--- src/rtl/vector_pkg.sv ---
// Shared types and default sizing for the vector add arbiter slice.
//   state_t : arbitration FSM states
//   beat_t  : one issued beat (data, index, last, keep) at default sizing
package vector_pkg;

    localparam int unsigned N_REQ_DEF       = 4;
    localparam int unsigned LANES_DEF       = 4;
    localparam int unsigned DATA_WIDTH_DEF  = 32;
    localparam int unsigned INDEX_WIDTH_DEF = 8;
    localparam int unsigned BEAT_W_DEF      = LANES_DEF * DATA_WIDTH_DEF;

    typedef enum logic [1:0] {
        IDLE = 2'd0,
        ARB  = 2'd1,
        BUSY = 2'd2
    } state_t;

    typedef struct packed {
        logic [BEAT_W_DEF-1:0]      data;
        logic [INDEX_WIDTH_DEF-1:0] index;
        logic                       last;
        logic [LANES_DEF-1:0]       keep;
    } beat_t;

endpackage

--- src/rtl/vector_add_arbiter_if.sv ---
// Requester and adder-side bus of the vector add arbiter.
//   req_*  : per-requester x/y operand channels (valid/ready/data/index/last/keep)
//   add_*  : single issue channel toward the adder
//   busy, grant_id, err_mismatch, clear_err : status and error control
//   slave  : arbiter view; master : requester/adder view
interface vector_add_arbiter_if import vector_pkg::*; #(
    parameter int unsigned N_REQ       = N_REQ_DEF,
    parameter int unsigned LANES       = LANES_DEF,
    parameter int unsigned DATA_WIDTH  = DATA_WIDTH_DEF,
    parameter int unsigned INDEX_WIDTH = INDEX_WIDTH_DEF
);
    localparam int unsigned DW   = LANES * DATA_WIDTH;
    localparam int unsigned ID_W = (N_REQ > 1) ? $clog2(N_REQ) : 1;

    logic [N_REQ-1:0]                  req_x_valid, req_y_valid;
    logic [N_REQ-1:0]                  req_x_ready, req_y_ready;
    logic [N_REQ-1:0][DW-1:0]          req_x_data,  req_y_data;
    logic [N_REQ-1:0][INDEX_WIDTH-1:0] req_x_index, req_y_index;
    logic [N_REQ-1:0]                  req_x_last,  req_y_last;
    logic [N_REQ-1:0][LANES-1:0]       req_x_keep,  req_y_keep;

    logic                   add_valid;
    logic                   add_ready;
    logic [DW-1:0]          add_x_data, add_y_data;
    logic [INDEX_WIDTH-1:0] add_index;
    logic                   add_last;
    logic [LANES-1:0]       add_keep;
    logic [ID_W-1:0]        add_id;

    logic            busy;
    logic [ID_W-1:0] grant_id;
    logic            err_mismatch;
    logic            clear_err;

    modport slave (
        input  req_x_valid, req_y_valid, req_x_data, req_y_data,
               req_x_index, req_y_index, req_x_last, req_y_last,
               req_x_keep, req_y_keep, add_ready, clear_err,
        output req_x_ready, req_y_ready, add_valid, add_x_data, add_y_data,
               add_index, add_last, add_keep, add_id, busy, grant_id, err_mismatch
    );

    modport master (
        output req_x_valid, req_y_valid, req_x_data, req_y_data,
               req_x_index, req_y_index, req_x_last, req_y_last,
               req_x_keep, req_y_keep, add_ready, clear_err,
        input  req_x_ready, req_y_ready, add_valid, add_x_data, add_y_data,
               add_index, add_last, add_keep, add_id, busy, grant_id, err_mismatch
    );

endinterface

--- src/rtl/rr_arbiter.sv ---
// Round-robin selector: first set request at or after i_ptr, wrapping.
//   i_req : request vector     i_ptr : search start
//   o_gnt : one-hot grant      o_idx : grant index     o_any : any request
module rr_arbiter #(
    parameter int unsigned N     = 4,
    parameter int unsigned IDX_W = 2
) (
    input  logic [N-1:0]     i_req,
    input  logic [IDX_W-1:0] i_ptr,
    output logic [N-1:0]     o_gnt,
    output logic [IDX_W-1:0] o_idx,
    output logic             o_any
);

    always_comb begin
        int unsigned cand;
        cand  = 0;
        o_gnt = '0;
        o_idx = '0;
        o_any = 1'b0;
        for (int unsigned i = 0; i < N; i++) begin
            cand = (32'(i_ptr) + i) % N;
            if (!o_any && i_req[IDX_W'(cand)]) begin
                o_any                 = 1'b1;
                o_idx                 = IDX_W'(cand);
                o_gnt[IDX_W'(cand)]   = 1'b1;
            end
        end
    end

endmodule

--- src/rtl/vector_add_arbiter.sv ---
// Shares one vector adder among N_REQ requesters with packet-locked
// round-robin arbitration and a one-entry registered issue stage.
//   clk, rst_n : clock, async active-low reset
//   bus        : requester x/y channels, adder issue channel, status/error
module vector_add_arbiter import vector_pkg::*; #(
    parameter int unsigned N_REQ       = N_REQ_DEF,
    parameter int unsigned LANES       = LANES_DEF,
    parameter int unsigned DATA_WIDTH  = DATA_WIDTH_DEF,
    parameter int unsigned INDEX_WIDTH = INDEX_WIDTH_DEF
) (
    input  logic                clk,
    input  logic                rst_n,
    vector_add_arbiter_if.slave bus
);
    localparam int unsigned DW   = LANES * DATA_WIDTH;
    localparam int unsigned ID_W = (N_REQ > 1) ? $clog2(N_REQ) : 1;

    state_t            r_state, w_state_nxt;
    logic [ID_W-1:0]   r_rr_ptr, r_grant_id;
    logic [N_REQ-1:0]  r_grant_oh;
    beat_t             r_out;
    logic [DW-1:0]     r_out_y_data;
    logic              r_out_valid;
    logic [ID_W-1:0]   r_out_id;
    logic              r_err;

    logic [N_REQ-1:0]  w_eligible, w_arb_gnt, w_ready;
    logic [ID_W-1:0]   w_arb_idx;
    logic              w_arb_any, w_out_free, w_accept, w_beat_last, w_mismatch;

    assign w_eligible = bus.req_x_valid & bus.req_y_valid;

    rr_arbiter #(.N(N_REQ), .IDX_W(ID_W)) u_rr_arbiter (
        .i_req (w_eligible),
        .i_ptr (r_rr_ptr),
        .o_gnt (w_arb_gnt),
        .o_idx (w_arb_idx),
        .o_any (w_arb_any)
    );

    // x and y are taken together only, from the locked requester, when the issue slot frees
    assign w_out_free  = !r_out_valid || bus.add_ready;
    assign w_accept    = (r_state == BUSY) && bus.req_x_valid[r_grant_id]
                         && bus.req_y_valid[r_grant_id] && w_out_free;
    assign w_beat_last = bus.req_x_last[r_grant_id];
    assign w_mismatch  = (bus.req_x_index[r_grant_id] != bus.req_y_index[r_grant_id])
                         || (bus.req_x_last[r_grant_id] != bus.req_y_last[r_grant_id]);

    // Ready is the accept strobe steered to the granted requester
    always_comb begin
        w_ready = '0;
        if (w_accept) w_ready = r_grant_oh;
    end

    // State register
    always_ff @(posedge clk or negedge rst_n) begin
        if (!rst_n) r_state <= IDLE;
        else        r_state <= w_state_nxt;
    end

    // Next-state logic; packet end follows x_last only
    always_comb begin
        w_state_nxt = r_state;
        case (r_state)
            IDLE:    if (|w_eligible) w_state_nxt = ARB;
            ARB:     w_state_nxt = w_arb_any ? BUSY : IDLE;
            BUSY:    if (w_accept && w_beat_last) w_state_nxt = IDLE;
            default: w_state_nxt = IDLE;
        endcase
    end

    // Grant, pointer, issue register and sticky error
    always_ff @(posedge clk or negedge rst_n) begin
        if (!rst_n) begin
            r_rr_ptr     <= '0;
            r_grant_id   <= '0;
            r_grant_oh   <= '0;
            r_out        <= '0;
            r_out_y_data <= '0;
            r_out_valid  <= 1'b0;
            r_out_id     <= '0;
            r_err        <= 1'b0;
        end else begin
            if (r_state == ARB && w_arb_any) begin
                r_grant_id <= w_arb_idx;
                r_grant_oh <= w_arb_gnt;
            end
            if (w_accept && w_beat_last) begin
                r_rr_ptr <= (r_grant_id == ID_W'(N_REQ - 1)) ? '0 : ID_W'(r_grant_id + 1'b1);
            end
            if (w_accept) begin
                r_out.data   <= bus.req_x_data[r_grant_id];
                r_out.index  <= bus.req_x_index[r_grant_id];
                r_out.last   <= bus.req_x_last[r_grant_id];
                r_out.keep   <= bus.req_x_keep[r_grant_id] & bus.req_y_keep[r_grant_id];
                r_out_y_data <= bus.req_y_data[r_grant_id];
                r_out_id     <= r_grant_id;
                r_out_valid  <= 1'b1;
            end else if (bus.add_ready) begin
                r_out        <= '0;
                r_out_y_data <= '0;
                r_out_id     <= '0;
                r_out_valid  <= 1'b0;
            end
            // Set takes priority over a same-cycle clear
            if (w_accept && w_mismatch) r_err <= 1'b1;
            else if (bus.clear_err)     r_err <= 1'b0;
        end
    end

    assign bus.req_x_ready  = w_ready;
    assign bus.req_y_ready  = w_ready;
    assign bus.add_valid    = r_out_valid;
    assign bus.add_x_data   = r_out.data;
    assign bus.add_y_data   = r_out_y_data;
    assign bus.add_index    = r_out.index;
    assign bus.add_last     = r_out.last;
    assign bus.add_keep     = r_out.keep;
    assign bus.add_id       = r_out_id;
    assign bus.busy         = (r_state == BUSY) || r_out_valid;
    assign bus.grant_id     = r_grant_id;
    assign bus.err_mismatch = r_err;

endmodule
--- src/flat_wrapper.sv ---
// flat-port wrapper written by rule: the top's interface ports become plain ports
module vector_add_arbiter_flat import vector_pkg::*;
#(
    parameter int unsigned N_REQ       = N_REQ_DEF,
    parameter int unsigned LANES       = LANES_DEF,
    parameter int unsigned DATA_WIDTH  = DATA_WIDTH_DEF,
    parameter int unsigned INDEX_WIDTH = INDEX_WIDTH_DEF
)
  (clk, rst_n, bus_req_x_valid, bus_req_y_valid, bus_req_x_data, bus_req_y_data, bus_req_x_index, bus_req_y_index, bus_req_x_last, bus_req_y_last, bus_req_x_keep, bus_req_y_keep, bus_add_ready, bus_clear_err, bus_req_x_ready, bus_req_y_ready, bus_add_valid, bus_add_x_data, bus_add_y_data, bus_add_index, bus_add_last, bus_add_keep, bus_add_id, bus_busy, bus_grant_id, bus_err_mismatch);
  vector_add_arbiter_if #(.N_REQ(N_REQ), .LANES(LANES), .DATA_WIDTH(DATA_WIDTH), .INDEX_WIDTH(INDEX_WIDTH)) bus_i ();
  input  logic clk;
  input  logic rst_n;
  input wire logic [$bits(bus_i.req_x_valid)-1:0] bus_req_x_valid;
  input wire logic [$bits(bus_i.req_y_valid)-1:0] bus_req_y_valid;
  input wire logic [$bits(bus_i.req_x_data)-1:0] bus_req_x_data;
  input wire logic [$bits(bus_i.req_y_data)-1:0] bus_req_y_data;
  input wire logic [$bits(bus_i.req_x_index)-1:0] bus_req_x_index;
  input wire logic [$bits(bus_i.req_y_index)-1:0] bus_req_y_index;
  input wire logic [$bits(bus_i.req_x_last)-1:0] bus_req_x_last;
  input wire logic [$bits(bus_i.req_y_last)-1:0] bus_req_y_last;
  input wire logic [$bits(bus_i.req_x_keep)-1:0] bus_req_x_keep;
  input wire logic [$bits(bus_i.req_y_keep)-1:0] bus_req_y_keep;
  input wire logic [$bits(bus_i.add_ready)-1:0] bus_add_ready;
  input wire logic [$bits(bus_i.clear_err)-1:0] bus_clear_err;
  output wire logic [$bits(bus_i.req_x_ready)-1:0] bus_req_x_ready;
  output wire logic [$bits(bus_i.req_y_ready)-1:0] bus_req_y_ready;
  output wire logic [$bits(bus_i.add_valid)-1:0] bus_add_valid;
  output wire logic [$bits(bus_i.add_x_data)-1:0] bus_add_x_data;
  output wire logic [$bits(bus_i.add_y_data)-1:0] bus_add_y_data;
  output wire logic [$bits(bus_i.add_index)-1:0] bus_add_index;
  output wire logic [$bits(bus_i.add_last)-1:0] bus_add_last;
  output wire logic [$bits(bus_i.add_keep)-1:0] bus_add_keep;
  output wire logic [$bits(bus_i.add_id)-1:0] bus_add_id;
  output wire logic [$bits(bus_i.busy)-1:0] bus_busy;
  output wire logic [$bits(bus_i.grant_id)-1:0] bus_grant_id;
  output wire logic [$bits(bus_i.err_mismatch)-1:0] bus_err_mismatch;
  assign bus_i.req_x_valid = bus_req_x_valid;
  assign bus_i.req_y_valid = bus_req_y_valid;
  assign bus_i.req_x_data = bus_req_x_data;
  assign bus_i.req_y_data = bus_req_y_data;
  assign bus_i.req_x_index = bus_req_x_index;
  assign bus_i.req_y_index = bus_req_y_index;
  assign bus_i.req_x_last = bus_req_x_last;
  assign bus_i.req_y_last = bus_req_y_last;
  assign bus_i.req_x_keep = bus_req_x_keep;
  assign bus_i.req_y_keep = bus_req_y_keep;
  assign bus_i.add_ready = bus_add_ready;
  assign bus_i.clear_err = bus_clear_err;
  assign bus_req_x_ready = bus_i.req_x_ready;
  assign bus_req_y_ready = bus_i.req_y_ready;
  assign bus_add_valid = bus_i.add_valid;
  assign bus_add_x_data = bus_i.add_x_data;
  assign bus_add_y_data = bus_i.add_y_data;
  assign bus_add_index = bus_i.add_index;
  assign bus_add_last = bus_i.add_last;
  assign bus_add_keep = bus_i.add_keep;
  assign bus_add_id = bus_i.add_id;
  assign bus_busy = bus_i.busy;
  assign bus_grant_id = bus_i.grant_id;
  assign bus_err_mismatch = bus_i.err_mismatch;
  vector_add_arbiter #(.N_REQ(N_REQ), .LANES(LANES), .DATA_WIDTH(DATA_WIDTH), .INDEX_WIDTH(INDEX_WIDTH)) u_core (.clk(clk), .rst_n(rst_n), .bus(bus_i));
endmodule
--- config.mk ---
export PLATFORM = sky130hd
export DESIGN_NAME = vector_add_arbiter_flat
export DESIGN_NICKNAME = d
export VERILOG_FILES = /design/src/rtl/vector_pkg.sv /design/src/rtl/vector_add_arbiter_if.sv /design/src/rtl/rr_arbiter.sv /design/src/rtl/vector_add_arbiter.sv /design/src/flat_wrapper.sv
export SDC_FILE = /design/constraint.sdc
export NUM_CORES = 1
export LEC_CHECK = 0
export ABC_CLOCK_PERIOD_IN_PS = 5300
export CAP_MARGIN = 10
export CORE_AREA = 2 2 561 563
export DETAILED_ROUTE_END_ITERATION = 7
export DIE_AREA = 0 0 563 565
export PLACE_DENSITY = 0.3
export SETUP_SLACK_MARGIN = 0.02
export SLEW_MARGIN = 40
export SYNTH_ARGS = -nofsm -noshare
export SYNTH_HDL_FRONTEND = slang
export SYNTH_SLANG_ARGS = --single-unit
--- constraint.sdc ---
create_clock -name clk -period 5.3 [get_ports clk]
set_clock_uncertainty 0.05 [all_clocks]
set_input_delay 1.325 -clock clk [delete_from_list [all_inputs] [get_ports clk]]
set_output_delay 1.325 -clock clk [all_outputs]
set_load 0.05 [all_outputs]
==> results.md, run 1 <==
- Fin area: 39300 um2
- Initial DRC count: 1295
- Crit share post-route: 96.3%
- Synth Area in Simple Gates: 12.7%
- Antenna violations before repair: 257
- CTS sink count: 283
- Clock transition at path regs: 0.06 ns
- Sequential area share after synthesis: 38.5%
- Buffers on Ports: 1423
- Pwr dens: 395 nW/um2
- Share of cells above drive strength 1: 13.6%
- Via density per instance: 2.97
- Max Freq: 196 MHz
- Row count: 205
- Total CTS buffers: 46
- Longest Clk Path Bufs: 3
- Most frequent cells in the layout: 1397 x clkdlybuf4s50_1, 556 x nand2_1, 281 x o21ai_0, 281 x dfrtp_1, 269 x mux4_2
- Compound-Gate Fraction of Synth Area: 9.23%
- Count of cell types in the netlist: 38
- Synth top area cells: dfrtp_1 39%, mux4_2 33%, nand2_1 11%
- Post-synthesis mux area share: 34.2%
- Rel. slew slack: 42.3%
- Overall power: 15.5 mW
- Cts hold-fix bufs: 0
- Gate Count Post-Synth: 1677
- PostCTS Resize Cnt: 0
- Tmin final: 5.11 ns
- Total GRT Usage: 13.4%
- Synth Area per Inst: 11.0 um2
- Syn nets: 2826
- Core region area: 311000 um2
- Commonest non-fill, non-tap cell in the layout: clkdlybuf4s50_1
- CP max FO: 11
- Required time of the worst setup path: 3.92 ns
- TritonRoute pass-1 iters: 5
- Nets: 4164
- RSZ-0062 raised after global routing: false
- HP Class: input pin to async pin
- Critical path class: input pin to primary output
- CP arrival: 3.73 ns
- Routed wire per std cell: 30.7 um
- Initial core utilization: 5.90%
- Area after DPL: 37500 um2
- CP Launch Type: input pin
- Setup TNS: 0 ns
- H-Tree Depth: 2
- Hold Fails Final Rpt: 0
- CTS tree: built
- CTS root buf: clkbuf_16
- Area Overhead vs Synth: 114%
- Placed Instances: 7103
- Setup violators final: 0
- Status: finished, final reports clean
- Vias in the first global route: 22111
- DIE WIDTH: 563 um
- Antenna viol nets, final: 0
- Postcts setup bufs: 0
- Reg2reg end: u_core.bus.err_mismatch
- Crit. End Element: primary output
- Reg2reg setup slack: 1.78 ns
- Die area: 318000 um2
- Final GP Congestion: 0.884
- Cell Area, Synth: 18400 um2
- Latest clock arrival within the worst-skew pair: 0.67 ns
- Post-Layout Cell Count: 7250
- First-pass GRT wire length: 270 mm
- Final wirelength: 222 mm
- Dominant combinational cell family by area after synthesis: multiplexers
- Residual DRC: 0
- VDD IR max: 0.438 mV
- Hold slack: 0.445 ns
- Worst slew pin tran: 0.863 ns
- Yosys warning total: 0
- Synth Area in Adders: 0.613%
- Largest net degree at the start of global routing: 167
- # IOs: 1424
- Yosys top cell by area: dfrtp_1
- Max-cap violation count: 0
- Worst reg2reg path depth: 7
- Top cell type's share of synthesized area: 38.5%
- Die extent in y: 565 um
- #FFs+latches synth: 283
- Slew Limit Fails: 0
- Hpwl dp: 196 mm
- FF-to-FF Start: u_core.bus.grant_id[0]
- Vias: 21520
- Synth Area in XOR/XNOR: 0.429%
- GR Overflow Total: 0
- P_leak: 13.2 nW
==> through the flow <==
stage                     util, %  setup slack, ns
after floorplan                 -            0.569
after global placement       12.0            0.218
after detailed placement     12.0            0.171
after CTS                    12.5            0.164
after global routing         12.6            0.101
final                        12.6            0.194
==> registers in the layout, indices dropped and copies added, names as in the netlist <==
signal / count
u_core.bus.add_id: 2
u_core.bus.add_index: 8
u_core.bus.add_keep: 4
u_core.bus.add_last: 1
u_core.bus.add_valid: 1
u_core.bus.add_x_data: 128
u_core.bus.add_y_data: 128
u_core.bus.err_mismatch: 1
u_core.bus.grant_id: 2
u_core.r_grant_oh: 4
u_core.r_rr_ptr: 2
u_core.r_state: 2
==> final cells by class <==
class	instances	area, um2
clock inverters	16	180
multi-input cells	1220	10500
well taps	4140	5180
diodes	61	153
flip-flops and latches	283	7090
repair buffers	1458	14700
clock buffers	66	1360
fillers	35502	272000
inverters	6	30.0
==> kinds of logic (layout without fill, tap and decap cells) <==
group	after synthesis	after routing
AND/OR/NAND/NOR	604	604
multiplexers	279	279
other	0	61
XOR/XNOR	9	9
AO/OA/AOI/OAI	319	319
flip-flops	283	283
buffers and inverters	174	1546
adder cells (fa/ha/maj)	9	9
==> layer usage <==
layer	wire [um]	GRT usage [%]	part of all wire (%)	vias up
met3	20300	5.01	9.1	421
li1	-	-	-	8942
met2	110000	23.8	49	1533
met5	414	0	0.19	-
met1	84500	15.0	38	10562
met4	7140	3.68	3.2	62
==> synthesized netlist by cell type (all sizes together) <==
cell,count
a2111oi,1
a211oi,1
a21o,1
a21oi,8
a221oi,2
a222oi,5
a31o,1
a31oi,5
and2,10
and3,1
buf,86
clkbuf,82
clkinv,1
dfrtp,283
ha,9
inv,5
mux2,2
mux4,277
nand2,556
nand3,22
nor2,9
nor3,3
nor4,3
o211ai,10
o21ai,282
o311a,1
o31ai,1
o41ai,1
xnor2,2
xor2,7
==> worst max-delay path, cell delays in order <==
cell and delay [ns]:
clkdlybuf4s50_1 0.53, and2_1 0.39, mux4_2 0.39, nand3_1 0.16
a21oi_4 0.36, and2_1 0.38, buf_12 0.18
==> how the worst max path moves through the flow <==
stage	start	to
2_1_floorplan	bus_req_x_valid[3]	bus_req_y_ready[1]
3_3_place_gp	bus_req_y_valid[0]	bus_req_x_ready[1]
3_5_place_dp	bus_req_y_valid[0]	bus_req_x_ready[1]
4_1_cts	bus_req_y_valid[0]	bus_req_x_ready[1]
5_1_grt	bus_req_y_valid[0]	bus_req_x_ready[1]
6_report	bus_req_y_valid[0]	bus_req_y_ready[0]
==> power breakdown <==
part | switching (mW) | internal (mW)
Clock | 1.40 | 1.92
Combinational | 5.31 | 3.69
Sequential | 0.484 | 2.70
No activity file was read; power rests on OpenSTA's default activity.
==> run 2: changes to the inputs <==
Settings changed: CORE_AREA 2 2 561 563 to 2 2 548 550, DIE_AREA 0 0 563 565 to 0 0 550 552, DONT_BUFFER_PORTS set to 1.
==> run 2 against run 1 <==
Flip-flop and latch count did not move. First-iteration DRC count up 18%. Hold slack lost 0.12 ns. Clock power fell by 8.1%. Utilization shrank 4.3 points. Critical path depth is 1 lower. Largest power group is now registers. Clock-buffer cell count shrank 7. Critical path type unchanged. Sequential power up 70%. Sequential share of layout area grew 11 points. Combinational power fell by 48%.
==> results.md, run 2 (synthesis results as in run 1) <==
- Cts hold-fix bufs: 0 (unchanged)
- Row count: 201 (was 205)
- Vias: 16790 (was 21520)
- Crit share post-route: 82.7% (was 96.3%)
- Final wirelength: 204 mm (was 222 mm)
- CTS tree: built (unchanged)
- GR Overflow Total: 0 (unchanged)
- Required time of the worst setup path: 3.92 ns (about the same)
- Hpwl dp: 181 mm (was 196 mm)
- Max Freq: 228 MHz (was 196 MHz)
- Slew Limit Fails: 0 (unchanged)
- Crit. End Element: primary output (unchanged)
- Clock transition at path regs: 0.06 ns (about the same)
- Buffers on Ports: 0 (was 1423)
- Initial DRC count: 1524 (was 1295)
- Status: finished, final reports clean (unchanged)
- CTS sink count: 283 (unchanged)
- CP Launch Type: input pin (unchanged)
- Postcts setup bufs: 0 (unchanged)
- Vias in the first global route: 15859 (was 22111)
- Die area: 304000 um2 (was 318000 um2)
- Latest clock arrival within the worst-skew pair: 0.64 ns (was 0.67 ns)
- Setup TNS: 0 ns (unchanged)
- Area Overhead vs Synth: 34.7% (was 114%)
- FF-to-FF Start: u_core.r_rr_ptr[0] (was u_core.bus.grant_id[0])
- CP max FO: 11 (unchanged)
- VDD IR max: 0.238 mV (was 0.438 mV)
- Tmin final: 4.38 ns (was 5.11 ns)
- Footprint of the multi-input gates: 10500 um2 (about the same)
- Antenna violations before repair: 383 (was 257)
- Longest Clk Path Bufs: 3 (unchanged)
- Hold Fails Final Rpt: 0 (unchanged)
- TritonRoute pass-1 iters: 5 (unchanged)
- Rel. slew slack: 13.8% (was 42.3%)
- Total CTS buffers: 42 (was 46)
- Max-cap violation count: 0 (unchanged)
- Commonest non-fill, non-tap cell in the layout: nand2_1 (was clkdlybuf4s50_1)
- Area after DPL: 23000 um2 (was 37500 um2)
- CTS root buf: clkbuf_16 (unchanged)
- # IOs: 1424 (unchanged)
- DIE WIDTH: 550 um (was 563 um)
- Initial core utilization: 6.16% (was 5.90%)
- Total GRT Usage: 12.8% (was 13.4%)
- Pwr dens: 531 nW/um2 (was 395 nW/um2)
- Fillers: 34806 (was 35502)
- Setup violators final: 0 (unchanged)
- First-pass GRT wire length: 238 mm (was 270 mm)
- Worst reg2reg path depth: 7 (unchanged)
- HP Class: input pin to async pin (unchanged)
- CP arrival: 3.01 ns (was 3.73 ns)
- Nets: 2740 (was 4164)
- Final GP Congestion: 1.10 (was 0.884)
- RSZ-0062 raised after global routing: false (unchanged)
- PostCTS Resize Cnt: 0 (unchanged)
- P_leak: 7.52 nW (was 13.2 nW)
- Via density per instance: 2.94 (was 2.97)
- Antenna viol nets, final: 0 (unchanged)
- Largest net degree at the start of global routing: 284 (was 167)
- Final Util: 8.30% (was 12.6%)
- Critical path class: input pin to primary output (unchanged)
- Launch point of the worst path: bus_req_x_valid[0] (was bus_req_y_valid[0])
- Residual DRC: 0 (unchanged)
- Worst slew pin tran: 1.29 ns (was 0.863 ns)
- Register area: 7100 um2 (was 7090 um2)
- Share of cells above drive strength 1: 24.4% (was 13.6%)
- Die extent in y: 552 um (was 565 um)
- Routed wire per std cell: 35.6 um (was 30.7 um)
- Most frequent cells in the layout: 556 x nand2_1, 281 x o21ai_0, 271 x mux4_2, 271 x dfrtp_1, 43 x clkbuf_16 (was 1397 x clkdlybuf4s50_1, 556 x nand2_1, 281 x o21ai_0, 281 x dfrtp_1, 269 x mux4_2)
- Fin area: 24800 um2 (was 39300 um2)
- Core region area: 298000 um2 (was 311000 um2)
- H-Tree Depth: 2 (unchanged)
## run 2: path summary, 6_finish.rpt
kind	endpoint	slack, ns
worst max-delay path	bus_req_x_ready[0]	0.92
worst min-delay path	u_core.bus.add_y_data[9]	0.33
worst max register to register	u_core.bus.grant_id[0]	1.80
worst min register to register	u_core.bus.err_mismatch	0.48
max in group asynchronous	u_core.bus.add_y_data[76]	3.82
min in group clk	u_core.bus.err_mismatch	0.48
## run 2: stage by stage
step                      hold slack, ns  worst slack, ns  power, mW  std cells
after floorplan                    0.460            0.569       8.34       1677
after global placement             0.470            0.902       10.2       5503
after detailed placement           0.479            0.871       10.2       5505
after CTS                          0.231            0.866       13.4       5579
after global routing               0.257            0.793       13.8       5681
final                              0.329            0.917       13.1       5714
## run 2: report_power, final
| part | leakage [nW] | switching, mW | internal (mW) |
|---|---|---|---|
| Sequential | 3.86 | 2.77 | 2.66 |
| Clock | 0.687 | 1.26 | 1.79 |
| Combinational | 2.98 | 2.54 | 2.13 |
## run 2: cell type report
cell class | instances | share of cell area, %
well taps | 3958 | 20.0
repair buffers | 38 | 1.65
flip-flops and latches | 283 | 28.7
multi-input cells | 1220 | 42.5
inverters | 6 | 0.121
clock inverters | 15 | 0.768
clock buffers | 59 | 4.91
diodes | 135 | 1.36
## run 2: worst max-delay path, cell delays in order
cell	delay, ns
and2_1	0.35
mux4_2	0.31
nand3_1	0.14
a21oi_4	0.30
and2_1	0.31
buf_4	0.27
## run 2: routing by layer
layer	GRT usage, %	vias to the layer above	wire [um]
li1	-	6155	-
met3	5.85	671	24600
met4	7.02	90	13700
met1	13.7	8094	72100
met2	20.9	1780	92600
met5	0	-	642
==> run 3: changes to the inputs <==
Settings changed: ABC_CLOCK_PERIOD_IN_PS 5300 to 4400, CORE_AREA 2 2 548 550 to 2 2 552 554, DIE_AREA 0 0 550 552 to 0 0 554 556.
Clock period 5.3 ns to 4.4 ns, I/O delays scaled along.
==> run 3 against run 2 <==
First-iteration DRC count is 5.8% lower. Global-route usage is 0.071 points lower. Register-to-register slack worse by 1.2 ns. Clock power is 23% higher. Non-clock buffer count is 12 higher. Wire length is 0.53% higher. Utilization hardly changed. Sequential share of layout area is 0.35 points lower. Via count is 0.27% lower. Critical endpoint unchanged. Total power is 22% higher. Critical path depth is 1 lower.
==> results.md, run 3 (synthesis results as in run 1) <==
- Status: finished, final reports clean (unchanged)
- Area after DPL: 23200 um2 (was 23000 um2)
- Die area: 308000 um2 (was 304000 um2)
- First-pass GRT wire length: 240 mm (was 238 mm)
- TritonRoute pass-1 iters: 7 (was 5)
- Vias in the first global route: 15931 (was 15859)
- Setup violators final: 0 (unchanged)
- Placed Instances: 5534 (was 5505)
- Cell family with most CP delay: flip-flops (was simple AND/OR/NAND/NOR gates)
- CTS sink count: 283 (unchanged)
- Worst reg2reg path depth: 7 (unchanged)
- CP arrival: 2.82 ns (was 3.01 ns)
- Tmin final: 3.97 ns
- Clock transition at path regs: 0.07 ns (was 0.06 ns)
- Residual DRC: 0 (unchanged)
- Postcts setup bufs: 0 (unchanged)
- Core region area: 302000 um2 (was 298000 um2)
- Row count: 202 (was 201)
- Slew Limit Fails: 0 (unchanged)
- Cts hold-fix bufs: 0 (unchanged)
- Vias: 16745 (was 16790)
- Total GRT Usage: 12.8% (about the same)
- Hold slack: 0.345 ns (was 0.329 ns)
- Final worst setup slack: 0.426 ns (was 0.917 ns)
- Fin area: 25100 um2 (was 24800 um2)
- Crit path largest cell delay: 0.67 ns (was 0.35 ns)
- Die extent in y: 556 um (was 552 um)
- Routed wire per std cell: 35.5 um (was 35.6 um)
- CP Buf/Inv Count: 1 (unchanged)
- Final Util: 8.30% (about the same)
- VDD IR max: 0.448 mV (was 0.238 mV)
- Antenna violations before repair: 388 (was 383)
- Pwr dens: 638 nW/um2 (was 531 nW/um2)
- Initial DRC count: 1435 (was 1524)
- # IOs: 1424 (unchanged)
- Initial core utilization: 6.08% (was 6.16%)
- Hpwl dp: 182 mm (was 181 mm)
- Most frequent cells in the layout: 556 x nand2_1, 281 x o21ai_0, 271 x dfrtp_1 (was 556 x nand2_1, 281 x o21ai_0, 271 x mux4_2, 271 x dfrtp_1, 43 x clkbuf_16)
- P_leak: 7.65 nW (was 7.52 nW)
- Worst slew pin tran: 0.879 ns (was 1.29 ns)
- Latest clock arrival within the worst-skew pair: 0.68 ns (was 0.64 ns)
- Share of cells above drive strength 1: 25.0% (was 24.4%)
- RSZ-0062 raised after global routing: false (unchanged)
- Hold Fails Final Rpt: 0 (unchanged)
- CTS tree: built (unchanged)
- FF-to-FF Start: u_core.bus.grant_id[1] (was u_core.r_rr_ptr[0])
- CP max FO: 23 (was 11)
- Largest net degree at the start of global routing: 284 (unchanged)
- Commonest non-fill, non-tap cell in the layout: nand2_1 (unchanged)
- Required time of the worst setup path: 3.25 ns (was 3.92 ns)
- Crit share post-route: 90.3%
- Area Overhead vs Synth: 36.4% (was 34.7%)
- Critical path depth in cells: 5 (was 6)
- Critical path's slowest cell: dfrtp_4 (was and2_1)
- GR Util met2: 21.2% (was 20.9%)
- Final wirelength: 205 mm (was 204 mm)
- Total CTS buffers: 42 (unchanged)
- Buffers on Ports: 0 (unchanged)
- Via density per instance: 2.91 (was 2.94)
- CP Launch Type: flip-flop (was input pin)
- Post-Layout Cell Count: 5764 (was 5714)
- Reg2reg end: u_core.bus.err_mismatch (was u_core.bus.grant_id[0])
- GR Overflow Total: 0 (unchanged)
- PostCTS Resize Cnt: 0 (unchanged)
- DIE WIDTH: 554 um (was 550 um)
- Max Freq: 252 MHz
- Longest Clk Path Bufs: 3 (unchanged)
- GR Util met1: 13.3% (was 13.7%)
- GRT busiest layer: met2 (unchanged)
- Nets: 2752 (was 2740)
- CP cell instances: mux4_2, nand3_1, a21oi_4, and2_2, buf_12 (was and2_1, mux4_2, nand3_1, a21oi_4, and2_1, buf_4)
- Reg2reg setup slack: 0.65 ns (was 1.80 ns)
- Max-cap violation count: 0 (unchanged)
- Met3 usage: 5.83% (was 5.85%)
- Overall power: 16.0 mW (was 13.1 mW)
- Antenna viol nets, final: 0 (unchanged)
- HP Class: input pin to async pin (unchanged)
- CTS root buf: clkbuf_16 (unchanged)
- Final GP Congestion: 1.16 (was 1.10)
- Pre-CTS setup slack: 0.414 ns (was 0.871 ns)
- Critical path class: flip-flop to primary output (was input pin to primary output)
- Setup TNS: 0 ns (unchanged)
- Rel. slew slack: 41.4% (was 13.8%)
- H-Tree Depth: 2 (unchanged)
- Crit. End Element: primary output (unchanged)
[run 3: cell count changes in the layout (fill, tap and decap cells not counted), sizes merged]
| cell | delta |
|---|---|
| clkinv | +2 |
| diode | +15 |
| buf | +12 |
| clkinvlp | -2 |
| inv | +1 |
| clkbuf | +2 |
[run 3: area by class of cell]
cell class	instances	area, um2
inverter	6	30.0
multi-input combinational	1220	10500
clock buffer	61	1210
tap	3978	4980
timing repair buffer	50	631
fill	35034	277000
sequential	283	7100
antenna	150	375
clock inverter	16	205
[run 3: metal layers]
layer | vias to the layer above | part of all wire (%)
li1 | 6212 | -
met1 | 8026 | 34
met2 | 1742 | 46
met3 | 685 | 12
met4 | 80 | 6.9
met5 | - | 0.27
[run 3: how the worst max path moves through the flow]
stage,from,to
finish,u_core.bus.grant_id[1],bus_req_x_ready[0]
global route,u_core.bus.grant_id[1],bus_req_x_ready[3]
CTS,u_core.bus.grant_id[1],bus_req_x_ready[0]
detailed placement,bus_req_y_valid[0],bus_req_x_ready[0]
global placement,bus_req_y_valid[0],bus_req_x_ready[3]
floorplan,bus_req_x_valid[3],bus_req_y_ready[1]
[run 3: report_power, final]
part	internal, mW	switching [mW]	leakage [nW]
sequential	3.20	3.29	3.86
clock	2.15	1.62	0.700
combinational	2.60	3.13	3.09
total	7.95	8.04	7.65
[run 3: worst register-to-register path, stage by stage (launching register included)]
cell and delay, ns:
dfrtp_4 0.72, buf_4 0.71, mux4_1 0.62, xor2_1 0.24, nor4_2 0.42, nand3_1 0.30, o41ai_2 0.45, o21ai_1 0.11
